<file path="src/rtl/mlp_dram_loader.sv">
// mlp_dram_loader: memory engine for the MLP Top core. For each of two passes
// it streams ifmap, weight and bias words from word-addressed memory into Top.
// It then buffers Top's results in a small FIFO and writes them back to memory.
module mlp_dram_loader #(
   parameter int ADDR_W       = 16,
   parameter int IFMAP_WORDS  = 16,
   parameter int WEIGHT_WORDS = 1024,
   parameter int BIAS_WORDS   = 64,
   parameter int OFMAP_WORDS  = 64,
   parameter int FIFO_DEPTH   = 4
) (
   input  logic              clk,
   input  logic              rst_n,
   input  logic              start,
   input  logic              mode,
   input  logic [ADDR_W-1:0] ifmap_base,
   input  logic [ADDR_W-1:0] weight_base,
   input  logic [ADDR_W-1:0] bias_base,
   input  logic [ADDR_W-1:0] ofmap_base,
   output logic              mem_req,
   output logic              mem_we,
   output logic [ADDR_W-1:0] mem_addr,
   output logic [31:0]       mem_wdata,
   input  logic              mem_gnt,
   input  logic [31:0]       mem_rdata,
   output logic              top_ready,
   output logic              top_i_en,
   output logic [31:0]       top_data_in,
   input  logic              top_valid,
   input  logic [31:0]       top_ofmap,
   output logic              busy,
   output logic              done,
   output logic              err
);

   localparam int RD_W  = 11;
   localparam int J_W   = 7;
   localparam int PTR_W = (FIFO_DEPTH > 1) ? $clog2(FIFO_DEPTH) : 1;
   localparam int CNT_W = $clog2(FIFO_DEPTH + 1);

   localparam logic [RD_W-1:0] WGT_START  = RD_W'(IFMAP_WORDS);
   localparam logic [RD_W-1:0] BIAS_START = RD_W'(IFMAP_WORDS + WEIGHT_WORDS);
   localparam logic [RD_W-1:0] LOAD_WORDS = RD_W'(IFMAP_WORDS + WEIGHT_WORDS + BIAS_WORDS);
   localparam logic [J_W-1:0]  OFM_WORDS  = J_W'(OFMAP_WORDS);
   localparam logic [CNT_W-1:0] FIFO_FULL = CNT_W'(FIFO_DEPTH);

   typedef enum logic [2:0] {
      S_IDLE, S_WAIT_Q, S_RDY, S_LOAD, S_DRAIN, S_COLLECT, S_FIN
   } state_e;

   state_e            state_q, state_d;
   logic              pass_q, pass_d;
   logic              mode_q, mode_d;
   logic [ADDR_W-1:0] ifmap_base_q, ifmap_base_d;
   logic [ADDR_W-1:0] weight_base_q, weight_base_d;
   logic [ADDR_W-1:0] bias_base_q, bias_base_d;
   logic [ADDR_W-1:0] ofmap_base_q, ofmap_base_d;
   logic [RD_W-1:0]   rd_cnt_q, rd_cnt_d;
   logic              rd_req_q, rd_req_d;
   logic [ADDR_W-1:0] rd_addr_q, rd_addr_d;
   logic              rd_pend_q, rd_pend_d;
   logic              top_i_en_q, top_i_en_d;
   logic [31:0]       top_data_q, top_data_d;
   logic [J_W-1:0]    j_q, j_d;
   logic [PTR_W-1:0]  wr_ptr_q, wr_ptr_d;
   logic [PTR_W-1:0]  rd_ptr_q, rd_ptr_d;
   logic [CNT_W-1:0]  fifo_cnt_q, fifo_cnt_d;
   logic              busy_q, busy_d;
   logic              done_q, done_d;
   logic              err_q, err_d;

   logic [31:0]       fifo_data_q [FIFO_DEPTH];
   logic [ADDR_W-1:0] fifo_addr_q [FIFO_DEPTH];

   logic              wr_req, wr_fire, rd_fire;
   logic              push_try, push, fifo_full;
   logic [RD_W-1:0]   rd_cnt_nxt, k;
   logic [ADDR_W-1:0] rd_addr_nxt, wr_addr;

   // Handshake qualifiers; a pending write always takes the port ahead of a read.
   always_comb begin
      wr_req     = (fifo_cnt_q != '0);
      wr_fire    = wr_req & mem_gnt;
      rd_fire    = rd_req_q & mem_gnt & ~wr_req;
      rd_cnt_nxt = rd_cnt_q + RD_W'(rd_fire);
      fifo_full  = (fifo_cnt_q == FIFO_FULL);
      push_try   = (state_q == S_COLLECT) && top_valid && (j_q < OFM_WORDS);
      push       = push_try && !fifo_full;
      wr_addr    = ofmap_base_q + ADDR_W'(j_q) + (pass_q ? ADDR_W'(OFMAP_WORDS) : '0);
   end

   // Address of read number rd_cnt_nxt, split into ifmap / weight / bias regions.
   always_comb begin
      k           = '0;
      rd_addr_nxt = '0;
      if (rd_cnt_nxt < WGT_START) begin
         k           = rd_cnt_nxt;
         rd_addr_nxt = ifmap_base_q + ADDR_W'(k)
                     + ((mode_q && pass_q) ? ADDR_W'(IFMAP_WORDS) : '0);
      end else if (rd_cnt_nxt < BIAS_START) begin
         k = rd_cnt_nxt - WGT_START;
         if (mode_q) begin
            // 32-word rows; each pass takes one 16-word half of every row.
            rd_addr_nxt = weight_base_q + (ADDR_W'(k >> 4) << 5) + ADDR_W'(k[3:0])
                        + (pass_q ? ADDR_W'(16) : '0);
         end else begin
            rd_addr_nxt = weight_base_q + ADDR_W'(k)
                        + (pass_q ? ADDR_W'(WEIGHT_WORDS) : '0);
         end
      end else begin
         k = rd_cnt_nxt - BIAS_START;
         if (mode_q) begin
            // Second MLP3 pass takes its bias from the first pass's partial sums.
            rd_addr_nxt = (pass_q ? ofmap_base_q : bias_base_q) + ADDR_W'(k);
         end else begin
            rd_addr_nxt = bias_base_q + ADDR_W'(k)
                        + (pass_q ? ADDR_W'(BIAS_WORDS) : '0);
         end
      end
   end

   // Next-state and register updates for the job sequencer and datapath.
   always_comb begin
      state_d       = state_q;
      pass_d        = pass_q;
      mode_d        = mode_q;
      ifmap_base_d  = ifmap_base_q;
      weight_base_d = weight_base_q;
      bias_base_d   = bias_base_q;
      ofmap_base_d  = ofmap_base_q;
      rd_cnt_d      = rd_cnt_q;
      rd_req_d      = 1'b0;
      rd_addr_d     = rd_addr_q;
      rd_pend_d     = rd_fire;
      top_i_en_d    = rd_pend_q;
      top_data_d    = rd_pend_q ? mem_rdata : top_data_q;
      j_d           = j_q;
      wr_ptr_d      = wr_ptr_q + PTR_W'(push);
      rd_ptr_d      = rd_ptr_q + PTR_W'(wr_fire);
      fifo_cnt_d    = fifo_cnt_q + CNT_W'(push) - CNT_W'(wr_fire);
      busy_d        = busy_q;
      done_d        = (state_q == S_FIN);
      err_d         = err_q;
      unique case (state_q)
         S_IDLE: begin
            if (start) begin
               mode_d        = mode;
               ifmap_base_d  = ifmap_base;
               weight_base_d = weight_base;
               bias_base_d   = bias_base;
               ofmap_base_d  = ofmap_base;
               pass_d        = 1'b0;
               busy_d        = 1'b1;
               err_d         = 1'b0;
               state_d       = S_WAIT_Q;
            end
         end
         S_WAIT_Q: begin
            if (!top_valid) state_d = S_RDY;
         end
         S_RDY: begin
            rd_cnt_d = '0;
            j_d      = '0;
            state_d  = S_LOAD;
         end
         S_LOAD: begin
            rd_cnt_d = rd_cnt_nxt;
            if (rd_cnt_nxt == LOAD_WORDS) begin
               state_d = S_DRAIN;
            end else begin
               rd_req_d  = 1'b1;
               rd_addr_d = rd_addr_nxt;
            end
         end
         S_DRAIN: begin
            // Last grant is still in flight until its beat reaches top_i_en.
            if (top_i_en_q && !rd_pend_q) state_d = S_COLLECT;
         end
         S_COLLECT: begin
            // Dropped words still advance j so the pass always terminates.
            j_d = j_q + J_W'(push_try);
            if (push_try && fifo_full) err_d = 1'b1;
            if (j_q == OFM_WORDS && fifo_cnt_q == '0) begin
               if (pass_q) begin
                  state_d = S_FIN;
               end else begin
                  pass_d  = 1'b1;
                  state_d = S_WAIT_Q;
               end
            end
         end
         S_FIN: begin
            busy_d  = 1'b0;
            state_d = S_IDLE;
         end
         default: state_d = S_IDLE;
      endcase
   end

   // Control and datapath registers.
   // NOTE: state uses non-blocking assignments so every flop samples pre-edge values.
   always_ff @(posedge clk or negedge rst_n) begin
      if (!rst_n) begin
         state_q       <= S_IDLE;
         pass_q        <= 1'b0;
         mode_q        <= 1'b0;
         ifmap_base_q  <= '0;
         weight_base_q <= '0;
         bias_base_q   <= '0;
         ofmap_base_q  <= '0;
         rd_cnt_q      <= '0;
         rd_req_q      <= 1'b0;
         rd_addr_q     <= '0;
         rd_pend_q     <= 1'b0;
         top_i_en_q    <= 1'b0;
         top_data_q    <= '0;
         j_q           <= '0;
         wr_ptr_q      <= '0;
         rd_ptr_q      <= '0;
         fifo_cnt_q    <= '0;
         busy_q        <= 1'b0;
         done_q        <= 1'b0;
         err_q         <= 1'b0;
      end else begin
         state_q       <= state_d;
         pass_q        <= pass_d;
         mode_q        <= mode_d;
         ifmap_base_q  <= ifmap_base_d;
         weight_base_q <= weight_base_d;
         bias_base_q   <= bias_base_d;
         ofmap_base_q  <= ofmap_base_d;
         rd_cnt_q      <= rd_cnt_d;
         rd_req_q      <= rd_req_d;
         rd_addr_q     <= rd_addr_d;
         rd_pend_q     <= rd_pend_d;
         top_i_en_q    <= top_i_en_d;
         top_data_q    <= top_data_d;
         j_q           <= j_d;
         wr_ptr_q      <= wr_ptr_d;
         rd_ptr_q      <= rd_ptr_d;
         fifo_cnt_q    <= fifo_cnt_d;
         busy_q        <= busy_d;
         done_q        <= done_d;
         err_q         <= err_d;
      end
   end

   // Write-back FIFO storage.
   // NOTE: storage has no reset; entries are only observed once the count covers them.
   always_ff @(posedge clk) begin
      if (push) begin
         fifo_data_q[wr_ptr_q] <= top_ofmap;
         fifo_addr_q[wr_ptr_q] <= wr_addr;
      end
   end

   // Memory port and Top-facing outputs; idle values are forced to zero.
   always_comb begin
      mem_req     = wr_req | rd_req_q;
      mem_we      = wr_req;
      mem_addr    = wr_req ? fifo_addr_q[rd_ptr_q] : (rd_req_q ? rd_addr_q : '0);
      mem_wdata   = wr_req ? fifo_data_q[rd_ptr_q] : '0;
      top_ready   = (state_q == S_RDY);
      top_i_en    = top_i_en_q;
      top_data_in = top_data_q;
      busy        = busy_q;
      done        = done_q;
      err         = err_q;
   end

endmodule

</file>
<file path="config.mk">
export PLATFORM = sky130hd
export DESIGN_NAME = mlp_dram_loader
export DESIGN_NICKNAME = d
export VERILOG_FILES = /design/src/rtl/mlp_dram_loader.sv
export SDC_FILE = /design/constraint.sdc
export NUM_CORES = 1
export LEC_CHECK = 0
export CAP_MARGIN = 0
export CORE_MARGIN = 4
export CORE_UTILIZATION = 50
export CTS_BUF_LIST = sky130_fd_sc_hd__clkbuf_8
export DETAILED_ROUTE_END_ITERATION = 16
export PLACE_DENSITY_LB_ADDON = 0.12
export SYNTH_ARGS = -nofsm -noshare
export SYNTH_HDL_FRONTEND = slang
export SYNTH_SLANG_ARGS = --single-unit
</file>
<file path="constraint.sdc">
create_clock -name clk -period 4.8 [get_ports clk]
set_input_delay 0.48 -clock clk [delete_from_list [all_inputs] [get_ports clk]]
set_output_delay 0.48 -clock clk [all_outputs]
set_load 0.01 [all_outputs]
</file>
; ---- Word-level counts from Yosys, hierarchy flattened
; Memories as Yosys holds them, arrays and structs flattened.
; Cells that the tools add are included.
[totals]
reg_bits = 148
ramBits = 192
out_inout_bits = 87
word_cells = 120
n_memories = 2
[op_classes]
addsub = 20
order_cmp = 3
n_eq_ne = 15
muxes = 32
n_bitwise = 6
reduce_logical = 22
[memory_table]
columns = name, words, word_bits, read_ports, rd_clocked_by_memory_dff, wr, line_no
row1 = fifo_data_q, 4, 32, 1, 0, 1, 72  ; logic [31:0] fifo_data_q [FIFO_DEPTH];
row2 = fifo_addr_q, 4, 16, 1, 0, 1, 73  ; logic [ADDR_W-1:0] fifo_addr_q [FIFO_DEPTH];
[op_table]
columns = op, count
row1 = 2-to-1 mux 16 bit, 7
row2 = adder 16 x 11 -> 16 bit, 5
row3 = adder 16 x 5 -> 16 bit, 2
row4 = adder 16 x 7 -> 16 bit, 2
row5 = 2-to-1 mux 32 bit, 1
row6 = case mux 11 bit (2 select lines), 1
row7 = 2-to-1 mux 3 bit, 6
row8 = case mux 3 bit (6 select lines), 1
row9 = adder 16 x 12 -> 16 bit, 1
row10 = adder 16 bit, 1
row11 = adder 16 x 4 -> 16 bit, 1
row12 = case mux 7 bit (2 select lines), 1
row13 = "== test 3 bit, second input constant", 4
row14 = adder 11 x 1 -> 11 bit, 1
row15 = "== test 11 bit, second input constant", 1
row16 = "< comparator 11 bit, second input constant", 1
row17 = "< comparator 11 x 5 -> 1 bit, second input constant", 1
row18 = 2-to-1 mux 11 bit, 1
row19 = "subtractor 11 bit, second input constant", 1
row20 = "subtractor 11 x 5 -> 11 bit, second input constant", 1
row21 = 2-to-1 mux 5 bit, 2
row22 = 2-to-1 mux 1 bit, 8
row23 = "inequality test 2 bit, second input constant", 4
row24 = nonzero test 2 bit, 4
row25 = other kinds (21), 40

; ---- Longest topological paths before layout
[logic_depth]
word_depth = 11
ltp_mapped = 23
mapped_depth_nobuf = 20

; ---- Worst setup path before layout
; Ideal clock, no wire load.
[synth_path]
path_kind = register to register
start = register state_q[2]
end = memory fifo_addr_q[0][0], enable pin
t_arrival_ns = 4.664
t_required_ns = 4.287
setup_slack_ns = -0.377
stages_incl_launch_ff = 6
synth_period_minus_slack_ns = 5.177
path_cell_list = dfrtp_1 inv_1 nor3_1 and3b_1 nand2_1 nor3_1
[synth_via]
elab_chain_len = 6
[synth_lines]
columns = element, line_no
row1 = from (decl), 51  ; state_e state_q, state_d;
row2 = from (signal assigned), 225  ; state_q <= state_d;
row3 = == test 3 bit, 87  ; push_try = (state_q == S_COLLECT) && top_valid && (j_q < OFM_WORDS);
row4 = logical AND 1 bit (2 in a row), 87
row5 = logical AND 1 bit, 88  ; push = push_try && !fifo_full;
row6 = 2-to-1 mux 1 bit, 251  ; if (push) begin
row7 = 2-to-1 mux 1 bit (implied by the code), 253  ; fifo_addr_q[wr_ptr_q] <= wr_addr;
row8 = to (decl), 73
; Every way passes these cells.

; ---- Final worst setup path
[layout_path]
start = register fifo_cnt_q[0]
end = register rd_addr_q[15]
[layout_via]
elab_chain_len = 11
elab_cells_between_ends = 25
[layout_lines]
columns = element, line_no
row1 = from (decl), 67  ; logic [CNT_W-1:0] fifo_cnt_q, fifo_cnt_d;
row2 = from (signal assigned), 241  ; fifo_cnt_q <= fifo_cnt_d;
row3 = nonzero test 3 bit (*), 82  ; wr_req = (fifo_cnt_q != '0);
row4 = NOT 1 bit (*), 84  ; rd_fire = rd_req_q & mem_gnt & ~wr_req;
row5 = AND 1 bit (*), 84
row6 = named net rd_fire, 75  ; logic wr_req, wr_fire, rd_fire;
row7 = adder 11 x 1 -> 11 bit (*), 85  ; rd_cnt_nxt = rd_cnt_q + RD_W'(rd_fire);
row8 = subtractor 11 x 5 -> 11 bit, 101  ; k = rd_cnt_nxt - WGT_START;
row9 = adder 16 x 12 -> 16 bit, 104  ; rd_addr_nxt = weight_base_q + (ADDR_W'(k >> 4) << 5) + ADDR_W'(k[3:0])
row10 = adder 16 x 4 -> 16 bit, 104
row11 = adder 16 x 5 -> 16 bit, 105  ; + (pass_q ? ADDR_W'(16) : '0);
row12 = 2-to-1 mux 16 bit, 102  ; if (mode_q) begin
row13 = 2-to-1 mux 16 bit, 100  ; end else if (rd_cnt_nxt < BIAS_START) begin
row14 = 2-to-1 mux 16 bit, 96  ; if (rd_cnt_nxt < WGT_START) begin
row15 = to (signal assigned), 234  ; rd_addr_q <= rd_addr_d;
row16 = to (decl), 60  ; logic [ADDR_W-1:0] rd_addr_q, rd_addr_d;
; Mark *: on every way through the listed nets, which the timed path passes. The rest lies on a longest branch.
; A chain may end at the register's enable or synchronous reset.

==> results.tsv <==
metric	value	unit
Area growth, synth to finish	26.3	%
max_slew headroom	0.344	
Num CTS Buffers	56	
reg2reg start	fifo_cnt_q[0]$_DFF_PN0_	
pre-CTS setup slack	-281	ps
Pleak	9.37	nW
number of DRC markers in iteration 0	648	
Required @ worst endpoint	5290	ps
Port Buffers	220	
nets	2090	
floorplan row count	68	
DRT Pass-1 Iters	5	
core area	34800	um^2
Tot GR Track Use	0.231	
PwrDens	640	nW/um^2
Worst Hold Margin	401	ps
via count	12892	
Die Width	197	um
Clock Skew	26.1	ps
reg2reg end	rd_addr_q[15]$_DFFE_PN0P_	
Mapped Avg Cell Area	11.8	um^2
Clock Path Buffers	3	
status	finished clean	
r2r setup slk	180	ps
Antenna diodes	0	
crit start category	register	
arrival time worst endpoint	5100	ps
EDFF count, synth	192	
Inst Count DP	2227	
Clock Latency Late Sink	610	ps
Worst R2R Path Depth	18	
Worst-Margin Slew	984	ps
Final HPWL DP	33700	um
largest net degree at the start of global routing	65	
fraction of registers with async set/reset	0.435	
synth warn	0	
DRC viols	0	
maxcap violations	0	
Cells after Synth	1504	
Finished Layout Cells	2333	
GPL Wtd Cong	0.913	
mapped cell area	17800	um^2
clock slew seen by the registers of the worst setup and hold paths	60	ps
VDD IR-drop max	0.000433	V
GRT overflow	0	
CTS tree	yes	
FMAX	217	MHz
# H-tree levels	2	
routed vias/inst	5.53	
clk sinks	340	
worst hold path stage count	3	
first-pass GRT wire length	70800	um
minimum clock period	4620	ps
Hold Crit Class	input port to register	
vias in the first global route	12971	
initial antenna violation count	1	
routed len/inst	19.5	um
# fillers	2768	
Routed Antenna Nets	0	
Critical Path Source	fifo_cnt_q[0]$_DFF_PN0_	
WL final	45600	um
Slew Viols, Final	0	
critical path endpoint category	register	
die height	197	um
CP Class	register to register	
Hold Path End	ifmap_base_q[2]$_DFFE_PN0P_	
Most used DFF post-synth	edfxtp_1	
peak fanout along the critical path	7	
post-synth net total	1759	
Final WS setup	183	ps
Fin. Hold Viols	0	
io pins	221	
Die Area	38700	um^2
crit share post-route	0.962	
Synth Register Bits	340	
hold path start	ifmap_base[2]	
sequential fraction of the synthesis area	0.532	
initial core utilization	0.512	
Synth cell types	77	
Clock Tree Root	clkbuf_8	
Setup Viol. Count Final	0	
share of cells above drive strength 1	0.173	
==> through the flow <==
stage / total power [mW] / TNS, ps / utilization / area (um^2)
2_1_floorplan: 8.80 / 0 / - / 17800
3_3_place_gp: 11.7 / -1040 / 0.610 / 21200
4_1_cts: 14.4 / 0 / 0.643 / 22400
6_report: 14.4 / 0 / 0.646 / 22500
5_1_grt: 15.4 / -62.7 / 0.646 / 22500
3_5_place_dp: 11.8 / -1340 / 0.610 / 21200
==> report_power, final <==
| part | leakage [nW] | switching [mW] | internal (mW) |
|---|---|---|---|
| Clock | 0.651 | 1.13 | 1.39 |
| Combinational | 5.13 | 3.73 | 3.74 |
| Sequential | 3.59 | 0.673 | 3.73 |
| Total | 9.37 | 5.54 | 8.86 |
==> area by class of cell <==
class / instances / area [um^2] / area share
flip-flops and latches: 340 / 9470 / 0.421
multi-input cells: 1061 / 8080 / 0.359
inverters: 44 / 165 / 0.00734
repair buffers: 332 / 3070 / 0.137
clock buffers: 61 / 840 / 0.0373
clock inverters: 40 / 294 / 0.0131
well taps: 455 / 569 / 0.0253
==> placed cells by master, fill, tap and decap left out, types with 5 or more instances in the layout <==
master	instances
a21o_1	14
nand2_1	290
inv_1	60
nand4_1	11
ha_1	104
a211o_1	5
a211oi_1	26
o211ai_1	9
clkdlybuf4s50_1	219
o31ai_1	6
o21ai_1	24
a31oi_1	11
mux2i_1	7
mux4_2	49
clkinv_1	5
dfrtp_1	146
edfxtp_1	192
clkinv_2	9
nand3_1	35
o21a_1	11
and3_1	7
xnor2_2	5
o21bai_1	5
nand2b_1	8
and2_1	35
xor2_1	30
xnor2_1	40
a21oi_1	39
clkbuf_8	61
nor2b_1	12
nor3_1	23
nor2_1	56
buf_4	109
mux2_2	44
fa_1	13
o21ai_0	46
==> cell families (layout without fill, tap and decap cells) <==
group           after synthesis  in the layout  synth area share
flops                       340            340             0.532
buf+inv                     103            477            0.0228
mux                         100            100            0.0937
xor+xnor                     76             76            0.0382
simple gates                515            515             0.130
fa+ha+maj                   121            121            0.0905
compound gates              249            249            0.0936
==> worst max path at each step <==
stage / end / slack [ps] / cells past startpoint
floorplan: rd_addr_q[15]$_DFFE_PN0P_ / 20 / 19
global route: rd_addr_q[13]$_DFFE_PN0P_ / -30 / 22
detailed placement: rd_addr_q[15]$_DFFE_PN0P_ / -280 / 17
global placement: rd_addr_q[15]$_DFFE_PN0P_ / -230 / 17
CTS: rd_addr_q[15]$_DFFE_PN0P_ / 30 / 18
finish: rd_addr_q[15]$_DFFE_PN0P_ / 180 / 18
==> synth_stat cells (11+ instances only) <==
cell,count,area share
nor3_1,26,0.0073
ha_1,108,0.076
a21o_1,14,0.0059
fa_1,13,0.015
nand4_1,11,0.0039
nor2b_1,12,0.0042
and2_1,36,0.013
nor2_1,58,0.012
a31oi_1,11,0.0039
a21oi_1,40,0.011
o21ai_1,23,0.0065
inv_1,41,0.0086
buf_1,15,0.0032
xor2_1,31,0.015
dfrtp_1,148,0.21
a211oi_1,27,0.011
o21a_1,11,0.0046
xnor2_1,43,0.021
nand2_1,290,0.061
mux2_2,44,0.028
nand3_1,36,0.010
edfxtp_1,192,0.32
mux4_2,49,0.062
clkbuf_1,33,0.0070
o21ai_0,47,0.013
==> sequential cells by signal (all words and copies together) (netlist names), 16 cells and up <==
signal         cells
bias_base_q       16
fifo_data_q      128
weight_base_q     16
ifmap_base_q      16
top_data_in       32
rd_addr_q         16
ofmap_base_q      16
fifo_addr_q       64
==> worst max-delay path, cell delays in order (launching register included) <==
cell and delay, ps:
dfrtp_1 410, nor3_2 250, and3_4 250, ha_4 150
ha_4 160, nand3_1 130, xor2_2 330, buf_4 170
buf_4 150, ha_1 240, ha_1 230, a211o_1 320
a211o_1 290, a2111o_1 450, a311o_1 360, nand4_1 110
xor2_1 170, a2bb2oi_1 90, a32o_1 240
==> layer usage <==
| metal | up-vias | GRT usage | routed length, um |
|---|---|---|---|
| met4 | 2 | 0.0745 | 1400 |
| met5 | - | 0 | 13 |
| met3 | 80 | 0.0373 | 2450 |
| met1 | 6285 | 0.314 | 19500 |
| met2 | 350 | 0.384 | 22200 |
| li1 | 6175 | - | - |
==> repair_timing <==
item | in CTS | in global routing
endpoints found under the hold margin | 62 | 0
setup buffers | 0 | 4
pin swaps | 0 | 10
resized for setup | 2 | 15
hold buffers | 1 | 0
setup endpoints to repair | 3 | 7
Power figures use the tool's default switching activity.
